[config.mk]
export PLATFORM = sky130hd
export DESIGN_NAME = pcie_req_pkt_fifo
export DESIGN_NICKNAME = d
export VERILOG_FILES = /design/src/rtl/pcie_dma_pkg.sv /design/src/rtl/pcie_req_pkt_fifo_ram.sv /design/src/rtl/pcie_req_pkt_fifo.sv
export SDC_FILE = /design/constraint.sdc
export NUM_CORES = 1
export LEC_CHECK = 0
export BUFFER_PORTS_ARGS = -buffer_cell sky130_fd_sc_hd__buf_2
export CAP_MARGIN = 20
export CORE_MARGIN = 3
export CORE_UTILIZATION = 51
export CTS_CLUSTER_DIAMETER = 60
export DETAILED_ROUTE_END_ITERATION = 8
export GPL_TIMING_DRIVEN = 0
export HOLD_SLACK_MARGIN = 0.12
export PLACE_DENSITY = 0.74
export SYNTH_ARGS = -nofsm -noshare
export SYNTH_HDL_FRONTEND = slang
export SYNTH_SLANG_ARGS = --single-unit
[constraint.sdc]
create_clock -name i_clk -period 3.48 [get_ports i_clk]
set_clock_uncertainty 0.1 [all_clocks]
set_input_delay 0.348 -clock i_clk [delete_from_list [all_inputs] [get_ports i_clk]]
set_output_delay 0.348 -clock i_clk [all_outputs]
set_load 0.005 [all_outputs]
[src/rtl/pcie_dma_pkg.sv]
// Shared types and constants for the PCIe EP request / DMA datapath.
package pcie_dma_pkg;

   localparam int unsigned PCIE_REQ_DBITS = 73;

   // One request word as carried between the EP request path and the DMA engine.
   typedef struct packed {
      logic                      last;
      logic [PCIE_REQ_DBITS-1:0] data;
   } pcie_req_word_t;

endpackage : pcie_dma_pkg

[src/rtl/pcie_req_pkt_fifo_ram.sv]
// Simple dual-port register array: synchronous write, asynchronous read.
module pcie_req_pkt_fifo_ram #(
   parameter int unsigned aw = 2,
   parameter int unsigned w  = 74
) (
   input  logic          i_clk,
   input  logic          i_we,
   input  logic [aw-1:0] i_waddr,
   input  logic [w-1:0]  i_wdata,
   input  logic [aw-1:0] i_raddr,
   output logic [w-1:0]  o_rdata
);

   localparam int unsigned DEPTH = 2 ** aw;

   logic [w-1:0] mem_q [DEPTH];

   // Write port; contents carry no reset since the pointers define validity.
   always_ff @(posedge i_clk) begin
      if (i_we) begin
         mem_q[i_waddr] <= i_wdata;
      end
   end

   assign o_rdata = mem_q[i_raddr];

endmodule : pcie_req_pkt_fifo_ram

[src/rtl/pcie_req_pkt_fifo.sv]
// Single-clock packet FIFO: words become visible only once their packet's last
// word is written; aborted or overflowing packets are rolled back.
module pcie_req_pkt_fifo
   import pcie_dma_pkg::*;
#(
   parameter int unsigned abits     = 2,
   parameter int unsigned dbits     = PCIE_REQ_DBITS,
   parameter int unsigned afull_lvl = 3
) (
   input  logic             i_clk,
   input  logic             i_rst,
   input  logic             i_wr,
   input  logic [dbits-1:0] i_wdata,
   input  logic             i_wlast,
   input  logic             i_wdrop,
   output logic             o_wfull,
   output logic             o_wafull,
   output logic [abits:0]   o_wcount,
   output logic             o_ovf,
   input  logic             i_rd,
   output logic [dbits-1:0] o_rdata,
   output logic             o_rlast,
   output logic             o_rempty
);

   localparam int unsigned PW    = abits + 1;
   localparam int unsigned DEPTH = 2 ** abits;
   localparam int unsigned WW    = dbits + 1;

   // Writer state: accepting words, or discarding the rest of an overflowed packet.
   localparam logic [0:0] ST_PASS    = 1'b0;
   localparam logic [0:0] ST_DISCARD = 1'b1;

   logic [0:0]    state_q, state_d;
   logic [PW-1:0] wr_ptr_q, wr_ptr_d;
   logic [PW-1:0] cm_ptr_q, cm_ptr_d;
   logic [PW-1:0] rd_ptr_q, rd_ptr_d;
   logic          ovf_q, ovf_d;

   logic [PW-1:0] wcount_c;
   logic          wfull_c;
   logic          rempty_c;
   logic          ram_we_c;
   logic [WW-1:0] ram_rdata_c;

   // Occupancy and flags derived from the pointers.
   assign wcount_c = wr_ptr_q - rd_ptr_q;
   assign wfull_c  = (wcount_c == PW'(DEPTH));
   assign rempty_c = (cm_ptr_q == rd_ptr_q);

   // Next-state logic for the writer state, pointers and overflow pulse.
   always_comb begin
      state_d  = state_q;
      wr_ptr_d = wr_ptr_q;
      cm_ptr_d = cm_ptr_q;
      rd_ptr_d = rd_ptr_q;
      ovf_d    = 1'b0;
      ram_we_c = 1'b0;

      if (i_wdrop) begin
         // Abort wins over any same-cycle write.
         wr_ptr_d = cm_ptr_q;
         state_d  = ST_PASS;
      end else if (i_wr) begin
         if (state_q == ST_DISCARD || wfull_c) begin
            if (i_wlast) begin
               wr_ptr_d = cm_ptr_q;
               state_d  = ST_PASS;
               ovf_d    = 1'b1;
            end else begin
               state_d  = ST_DISCARD;
            end
         end else begin
            ram_we_c = 1'b1;
            wr_ptr_d = wr_ptr_q + PW'(1);
            if (i_wlast) begin
               cm_ptr_d = wr_ptr_q + PW'(1);
            end
         end
      end

      if (i_rd && !rempty_c) begin
         rd_ptr_d = rd_ptr_q + PW'(1);
      end
   end

   // State and pointer registers with synchronous reset.
   always_ff @(posedge i_clk) begin
      if (i_rst) begin
         state_q  <= ST_PASS;
         wr_ptr_q <= '0;
         cm_ptr_q <= '0;
         rd_ptr_q <= '0;
         ovf_q    <= 1'b0;
      end else begin
         state_q  <= state_d;
         wr_ptr_q <= wr_ptr_d;
         cm_ptr_q <= cm_ptr_d;
         rd_ptr_q <= rd_ptr_d;
         ovf_q    <= ovf_d;
      end
   end

   pcie_req_pkt_fifo_ram #(
      .aw (abits),
      .w  (WW)
   ) u_ram (
      .i_clk   (i_clk),
      .i_we    (ram_we_c),
      .i_waddr (wr_ptr_q[abits-1:0]),
      .i_wdata ({i_wlast, i_wdata}),
      .i_raddr (rd_ptr_q[abits-1:0]),
      .o_rdata (ram_rdata_c)
   );

   assign o_wcount = wcount_c;
   assign o_wfull  = wfull_c;
   assign o_wafull = (wcount_c >= PW'(afull_lvl));
   assign o_rempty = rempty_c;
   assign o_ovf    = ovf_q;
   assign o_rdata  = ram_rdata_c[dbits-1:0];
   // Masked while empty so the flag never reflects stale or unwritten storage.
   assign o_rlast  = ram_rdata_c[dbits] & ~rempty_c;

endmodule : pcie_req_pkt_fifo

**After elaboration in Yosys (flattened, before gate mapping)**

Memories as Yosys holds them, arrays and structs flattened. A register that Yosys moved wholly into a read port is not among the register bits.
Cells that the tools add are included.

- Bits in registers: 11
- Latch bits: 0
- RAM bits: 296
- ROM bits: 0
- Input port bits: 79
- Memories: 1

- $add $sub $neg: 3
- Multipliers: 0
- Divide/modulo/power cells: 0
- Order comparisons: 1
- Equal/unequal tests: 3
- Shift-type cells: 0
- Multiplexer cells: 13
- Bitwise operators: 5
- Reductions and logical operators: 9

Memory list:

| name | depth | bits a word | read ports | clocked after memory_dff | write ports | line | RTL |
|---|---|---|---|---|---|---|---|
| u_ram.mem_q | 4 | 74 | 1 | 1 | 1 | pcie_req_pkt_fifo_ram.sv:16 | `logic [w-1:0] mem_q [DEPTH];` |

Operators by type and width:

| cell | number |
|---|---|
| $mux W3 | 4 |
| $mux W1 | 7 |
| $add A3 B1 Y3 const B | 2 |
| $mux W2 | 2 |
| $not A1 Y1 | 4 |
| $reduce_and A2 Y1 | 2 |
| $reduce_and A4 Y1 | 1 |
| $reduce_or A4 Y1 | 1 |
| $eq A3 B3 Y1 | 1 |
| $eq A3 B3 Y1 const B | 1 |
| $ge A3 B2 Y1 const B | 1 |
| $ne A3 B3 Y1 const B | 1 |
| $sub A3 B3 Y3 | 1 |
| $reduce_bool A2 Y1 | 1 |
| $reduce_or A2 Y1 | 1 |
| $and A1 B1 Y1 | 1 |
| $logic_and A1 B1 Y1 | 1 |
| $logic_not A1 Y1 | 1 |
| $logic_or A1 B1 Y1 | 1 |

**Longest topological paths before layout**

- Depth in word-level cells: 8
- Gate-level depth with buffers: 8
- Gate-level depth less buffers: 8

**Modules after synthesis**

A second synthesis with hierarchy kept.

- Cell total of the unflattened synthesis: 462
- Area, all modules: 11,394.7 um^2

By module, submodules not included:

| module | instances | cells an instance | area each (um^2) | seq. area each (um^2) |
|---|---|---|---|---|
| pcie_req_pkt_fifo_ram | 1 | 390 | 10,711.5 | 8,888.5 |
| pcie_req_pkt_fifo | 1 | 72 | 683.2 | 220.2 |

**Least setup slack after synthesis**

Ideal clock, no wire load.

- Path kind: reg-to-reg
- From: register wr_ptr_q[0]
- To: memory u_ram.mem_q[3][0] (enable)
- Library setup time: 0.428 ns
- Arrival time: 2.941 ns
- Data required time: 2.952 ns
- Slack: 0.011 ns
- Cell stages (with the launch flop): 7
- Path buffers: 0
- Clock period less this slack: 3.469 ns
- Cells stage by stage: dfxtp_1 -> inv_1 -> ha_1 -> fa_1 -> xnor3_2 -> o211ai_1 -> inv_1

- Longest elaborated chain between the ends: 8

Ends and longest elaborated chain:

| element | line | RTL |
|---|---|---|
| from (decl) | pcie_req_pkt_fifo.sv:35 | `logic [PW-1:0] wr_ptr_q, wr_ptr_d;` |
| from (signal assigned) | pcie_req_pkt_fifo.sv:97 | `wr_ptr_q <= wr_ptr_d;` |
| $sub A3 B3 Y3 | pcie_req_pkt_fifo.sv:47 | `assign wcount_c = wr_ptr_q - rd_ptr_q;` |
| $eq A3 B3 Y1 | pcie_req_pkt_fifo.sv:48 | `assign wfull_c = (wcount_c == PW'(DEPTH));` |
| $logic_or A1 B1 Y1 | pcie_req_pkt_fifo.sv:65 | `if (state_q == ST_DISCARD \|\| wfull_c) begin` |
| $mux W1 | pcie_req_pkt_fifo.sv:65 |  |
| $mux W1 | pcie_req_pkt_fifo.sv:64 | `end else if (i_wr) begin` |
| $mux W1 | pcie_req_pkt_fifo.sv:60 | `if (i_wdrop) begin` |
| $mux W1 | pcie_req_pkt_fifo_ram.sv:20 | `if (i_we) begin` |
| $mux W1 (not written as such) | pcie_req_pkt_fifo_ram.sv:21 | `mem_q[i_waddr] <= i_wdata;` |
| to (decl) | pcie_req_pkt_fifo_ram.sv:16 |  |

Parallel ways exist; a longest one is shown, timed or not.

**Final worst setup path**

- From: register wr_ptr_q[0]
- To: memory u_ram.mem_q[0][66] (enable)

Same word-level chain as after synthesis.

==> metrics.txt <==
# TYPE chip_impl_metric gauge
chip_impl_metric{name="regArea",unit="sq mm"} 0.009149
chip_impl_metric{name="tns",unit="ps"} 0
chip_impl_metric{name="detail_route.vias_per_cell",unit=""} 5.408
chip_impl_metric{name="dp.cells",unit=""} 919
chip_impl_info{name="synth.top_cells.by_area",value="sky130_fd_sc_hd__edfxtp_1 (78%), sky130_fd_sc_hd__mux4_2 (15%), sky130_fd_sc_hd__dfxtp_1 (2.3%), sky130_fd_sc_hd__ha_1 (0.66%), sky130_fd_sc_hd__xor2_1 (0.46%)"} 1
chip_impl_info{name="timing.rr.start",value="wr_ptr_q[0]$_SDFFE_PP0P_"} 1
chip_impl_metric{name="postRouteAntennaNets",unit=""} 0
chip_impl_metric{name="cts_num_sinks",unit=""} 309
chip_impl_info{name="ys_top_cells_by_count",value="sky130_fd_sc_hd__edfxtp_1 (296), sky130_fd_sc_hd__mux4_2 (74), sky130_fd_sc_hd__dfxtp_1 (13)"} 1
chip_impl_metric{name="max_slew_violation_count",unit=""} 0
chip_impl_metric{name="post-synth-top-area-fraction",unit="%"} 77.66
chip_impl_metric{name="power_per_cell_area",unit="mW/mm^2"} 582.4
chip_impl_metric{name="drt-total-wl",unit="microns"} 21260
chip_impl_info{name="tritoncts",value="built"} 1
chip_impl_metric{name="io_pins",unit=""} 160
chip_impl_metric{name="vias",unit=""} 5695
chip_impl_metric{name="max_freq",unit="MHz"} 310.6
chip_impl_info{name="critical_path_class",value="reg -> reg"} 1
chip_impl_metric{name="yosys_warnings",unit=""} 0
chip_impl_metric{name="synth_cells",unit=""} 476
chip_impl_metric{name="timing.final.crit_share",unit="%"} 92.51
chip_impl_metric{name="fp.coreArea",unit="sq mm"} 0.02196
chip_impl_metric{name="diodes",unit=""} 0
chip_impl_metric{name="first_global_vias",unit=""} 6062
chip_impl_metric{name="die_y",unit="microns"} 155.8
chip_impl_metric{name="timing.critical_path.required",unit="ps"} 3580
chip_impl_metric{name="post-cts-setup-buffers",unit=""} 0
chip_impl_info{name="cp-end-kind",value="flop"} 1
chip_impl_info{name="postSynth.topFlopCell",value="sky130_fd_sc_hd__edfxtp_1"} 1
chip_impl_metric{name="global_placer_s_final_weighted_congestion",unit=""} 0.8380
chip_impl_metric{name="die_x",unit="microns"} 155.8
chip_impl_metric{name="nNetsFinal",unit=""} 837
chip_impl_metric{name="gr-usage-all-layers",unit="%"} 17.63
chip_impl_info{name="clk_root_buffer_cell",value="sky130_fd_sc_hd__clkbuf_16"} 1
chip_impl_metric{name="die_area",unit="sq mm"} 0.02428
chip_impl_info{name="worstSetupStartpointType",value="flop"} 1
chip_impl_metric{name="detailedRoute.firstPassIterationCount",unit=""} 5
chip_impl_metric{name="async_set_reset_flop_share_out_of_synthesis",unit="%"} 0
chip_impl_metric{name="layoutNonFillerInstCount",unit=""} 1053
chip_impl_metric{name="worst-r2r-setup-slack",unit="ps"} 260
chip_impl_metric{name="drc_errors",unit=""} 0
chip_impl_metric{name="cts-buffers-inserted",unit=""} 31
chip_impl_metric{name="postCtsResizedCells",unit=""} 0
chip_impl_info{name="grt_setup_unrepaired",value="false"} 1
chip_impl_metric{name="yosysUniqueCellTypes",unit=""} 39
chip_impl_info{name="result_of_the_run",value="complete, no violations"} 1
chip_impl_metric{name="antenna_violations_before_repair",unit=""} 0
chip_impl_metric{name="final_core_utilization",unit="%"} 65.85
chip_impl_metric{name="layout-drive-gt1-share",unit="%"} 39.46
chip_impl_metric{name="mean_instance_size_in_the_synthesized_netlist",unit="sq um"} 24.05
chip_impl_metric{name="htree_levels",unit=""} 1
chip_impl_metric{name="largest_net_degree_at_the_start_of_global_routing",unit=""} 46
chip_impl_metric{name="setup_violations",unit=""} 0
chip_impl_metric{name="worst_hold_path.num_cells",unit=""} 2
chip_impl_metric{name="io_buffers",unit=""} 159
chip_impl_metric{name="max-vdd-ir-drop",unit="mV"} 0.4487
chip_impl_info{name="min_path_type",value="reg -> reg"} 1
chip_impl_metric{name="clkLatencyLatePin",unit="ps"} 540
chip_impl_metric{name="min_tclk_post_route",unit="ps"} 3219
chip_impl_metric{name="synthesis.nets",unit=""} 562
chip_impl_metric{name="tightest_slew",unit="ps"} 772.4
chip_impl_metric{name="final_hold_viol_count",unit=""} 0
chip_impl_metric{name="post-dp-hpwl",unit="microns"} 12700
chip_impl_metric{name="global_route_wire_length_before_repair",unit="microns"} 33230
chip_impl_metric{name="number_of_flops_mapped_to_enable_cells_by_yosys",unit=""} 296
chip_impl_metric{name="synth_sequential_area_ratio",unit="%"} 79.93
chip_impl_metric{name="num-fill-cells",unit=""} 1398
chip_impl_info{name="hold_path_end",value="cm_ptr_q[1]$_SDFFE_PP0P_"} 1
chip_impl_metric{name="slew_headroom",unit="%"} 48.51
chip_impl_metric{name="std_cell_rows",unit=""} 54
chip_impl_metric{name="syn_to_final_growth",unit="%"} 26.33
chip_impl_metric{name="drt_first_iter_violations",unit=""} 244
chip_impl_info{name="synthMostInstantiatedCell",value="sky130_fd_sc_hd__edfxtp_1"} 1
chip_impl_info{name="hold_path_startpoint",value="cm_ptr_q[1]$_SDFFE_PP0P_"} 1
chip_impl_metric{name="worst_r2r_path_cells",unit=""} 8
chip_impl_metric{name="post_synth_instance_area",unit="sq mm"} 0.01145
chip_impl_metric{name="multi_input_area",unit="sq mm"} 0.002197
chip_impl_metric{name="critical_path.max_fanout",unit=""} 43
chip_impl_metric{name="max-clock-path-buffers",unit=""} 3
chip_impl_metric{name="synth_seq_cells",unit=""} 309
chip_impl_metric{name="grt_overflow",unit=""} 0
chip_impl_metric{name="initial_core_util",unit="%"} 52.13
chip_impl_metric{name="clk_pin_slew",unit="ps"} 60
chip_impl_metric{name="power_leakage",unit="nW"} 5.025
chip_impl_metric{name="drt-wirelength-per-cell",unit="microns"} 20.19
chip_impl_metric{name="worstPathArrival",unit="ps"} 3320
chip_impl_info{name="synthDominantAreaCellType",value="sky130_fd_sc_hd__edfxtp_1"} 1
chip_impl_metric{name="max-cap-violations",unit=""} 0
chip_impl_info{name="worstReg2RegEnd",value="u_ram.mem_q[0][66]$_DFFE_PP_"} 1
chip_impl_metric{name="design_power_total",unit="mW"} 8.422
chip_impl_metric{name="postCtsHoldBufs",unit=""} 79
[metal layers]
| layer | share of wire (%) | vias up | global-route usage [%] |
|---|---|---|---|
| met4 | 2.0 | 0 | 3.785 |
| li1 | - | 2567 | - |
| met3 | 6.2 | 34 | 3.883 |
| met2 | 52 | 192 | 30.66 |
| met5 | 0 | - | 0 |
| met1 | 40 | 2902 | 23.20 |
[registers in the layout, summed over array words and instances, names as in the netlist, named ones only]
register,cells
u_ram.mem_q,296
state_q,1
rd_ptr_q,3
cm_ptr_q,3
o_ovf,1
wr_ptr_q,3
[cells by family (layout without fill, tap and decap cells)]
kind of cell / after synthesis / after routing / synth area share [%]
flip-flops: 309 / 309 / 79.93
multiplexers: 76 / 76 / 14.74
AND/OR/NAND/NOR: 30 / 30 / 1.377
buffers and inverters: 24 / 321 / 0.9073
AO/OA/AOI/OAI: 23 / 23 / 1.552
adder cells (fa/ha/maj): 7 / 7 / 0.8308
XOR/XNOR: 7 / 7 / 0.6668
[where the power goes]
group | internal (mW) | leakage, nW | total, mW | switching [mW]
Clock | 1.79 | 0.481 | 3.07 | 1.28
Sequential | 4.22 | 2.79 | 4.26 | 0.0376
Combinational | 0.572 | 1.75 | 1.10 | 0.524
[how the worst max path moves through the flow]
| stage | start | to | slack, ps |
|---|---|---|---|
| floorplan | wr_ptr_q[0]$_SDFFE_PP0P_ | u_ram.mem_q[3][0]$_DFFE_PP_ | 10 |
| global placement | wr_ptr_q[0]$_SDFFE_PP0P_ | u_ram.mem_q[3][63]$_DFFE_PP_ | -1150 |
| detailed placement | wr_ptr_q[0]$_SDFFE_PP0P_ | u_ram.mem_q[0][63]$_DFFE_PP_ | 220 |
| CTS | wr_ptr_q[0]$_SDFFE_PP0P_ | u_ram.mem_q[2][69]$_DFFE_PP_ | 210 |
| global route | wr_ptr_q[0]$_SDFFE_PP0P_ | u_ram.mem_q[0][70]$_DFFE_PP_ | 80 |
| finish | wr_ptr_q[0]$_SDFFE_PP0P_ | u_ram.mem_q[0][66]$_DFFE_PP_ | 260 |
[layout by cell type (no fill, tap or decap), types with 2 or more instances in the layout]
master and count:
sky130_fd_sc_hd__a21oi_1 6, sky130_fd_sc_hd__buf_16 4, sky130_fd_sc_hd__clkbuf_16 32, sky130_fd_sc_hd__a21oi_2 2, sky130_fd_sc_hd__inv_1 5, sky130_fd_sc_hd__xor2_1 6, sky130_fd_sc_hd__and3_1 2, sky130_fd_sc_hd__dfxtp_1 13
sky130_fd_sc_hd__and2_4 3, sky130_fd_sc_hd__and2_1 2, sky130_fd_sc_hd__o21ai_0 3, sky130_fd_sc_hd__nor2_1 10, sky130_fd_sc_hd__inv_4 2, sky130_fd_sc_hd__nand2_1 3, sky130_fd_sc_hd__nand3_1 2, sky130_fd_sc_hd__ha_1 6
sky130_fd_sc_hd__dlygate4sd3_1 79, sky130_fd_sc_hd__mux2i_1 2, sky130_fd_sc_hd__nor2b_1 2, sky130_fd_sc_hd__buf_1 2, sky130_fd_sc_hd__mux4_2 74, sky130_fd_sc_hd__clkinv_1 4, sky130_fd_sc_hd__buf_2 168, sky130_fd_sc_hd__clkinv_2 7
sky130_fd_sc_hd__edfxtp_1 296, sky130_fd_sc_hd__clkbuf_8 6, sky130_fd_sc_hd__nor3_1 2, sky130_fd_sc_hd__clkbuf_1 11
[through the flow]
step	cell area [sq um]	setup slack (ps)	hold slack [ps]
finish	14460	260.7	403.9
global route	14460	77.63	437.8
CTS	14460	206.0	406.2
detailed placement	12710	223.0	396.6
global placement	12590	-1154	388.0
floorplan	11450	11.10	326.5
[worst max-delay path: stages, from the launching register on]
cell and delay [ps]:
sky130_fd_sc_hd__dfxtp_1 410, sky130_fd_sc_hd__inv_1 150, sky130_fd_sc_hd__ha_1 220, sky130_fd_sc_hd__fa_1 370
sky130_fd_sc_hd__xnor3_2 340, sky130_fd_sc_hd__inv_4 60, sky130_fd_sc_hd__a21boi_2 330, sky130_fd_sc_hd__and2_4 560
sky130_fd_sc_hd__buf_16 290
[final cells by class]
class,count,area share (%)
plain buffers,17,0.5192
multi-input cells,143,15.19
inverters,7,0.2163
clock inverters,12,0.4067
well taps,280,2.423
repair buffers,242,11.73
clock buffers,43,6.239
flip-flops and latches,309,63.27
Power figures use the tool's default switching activity.
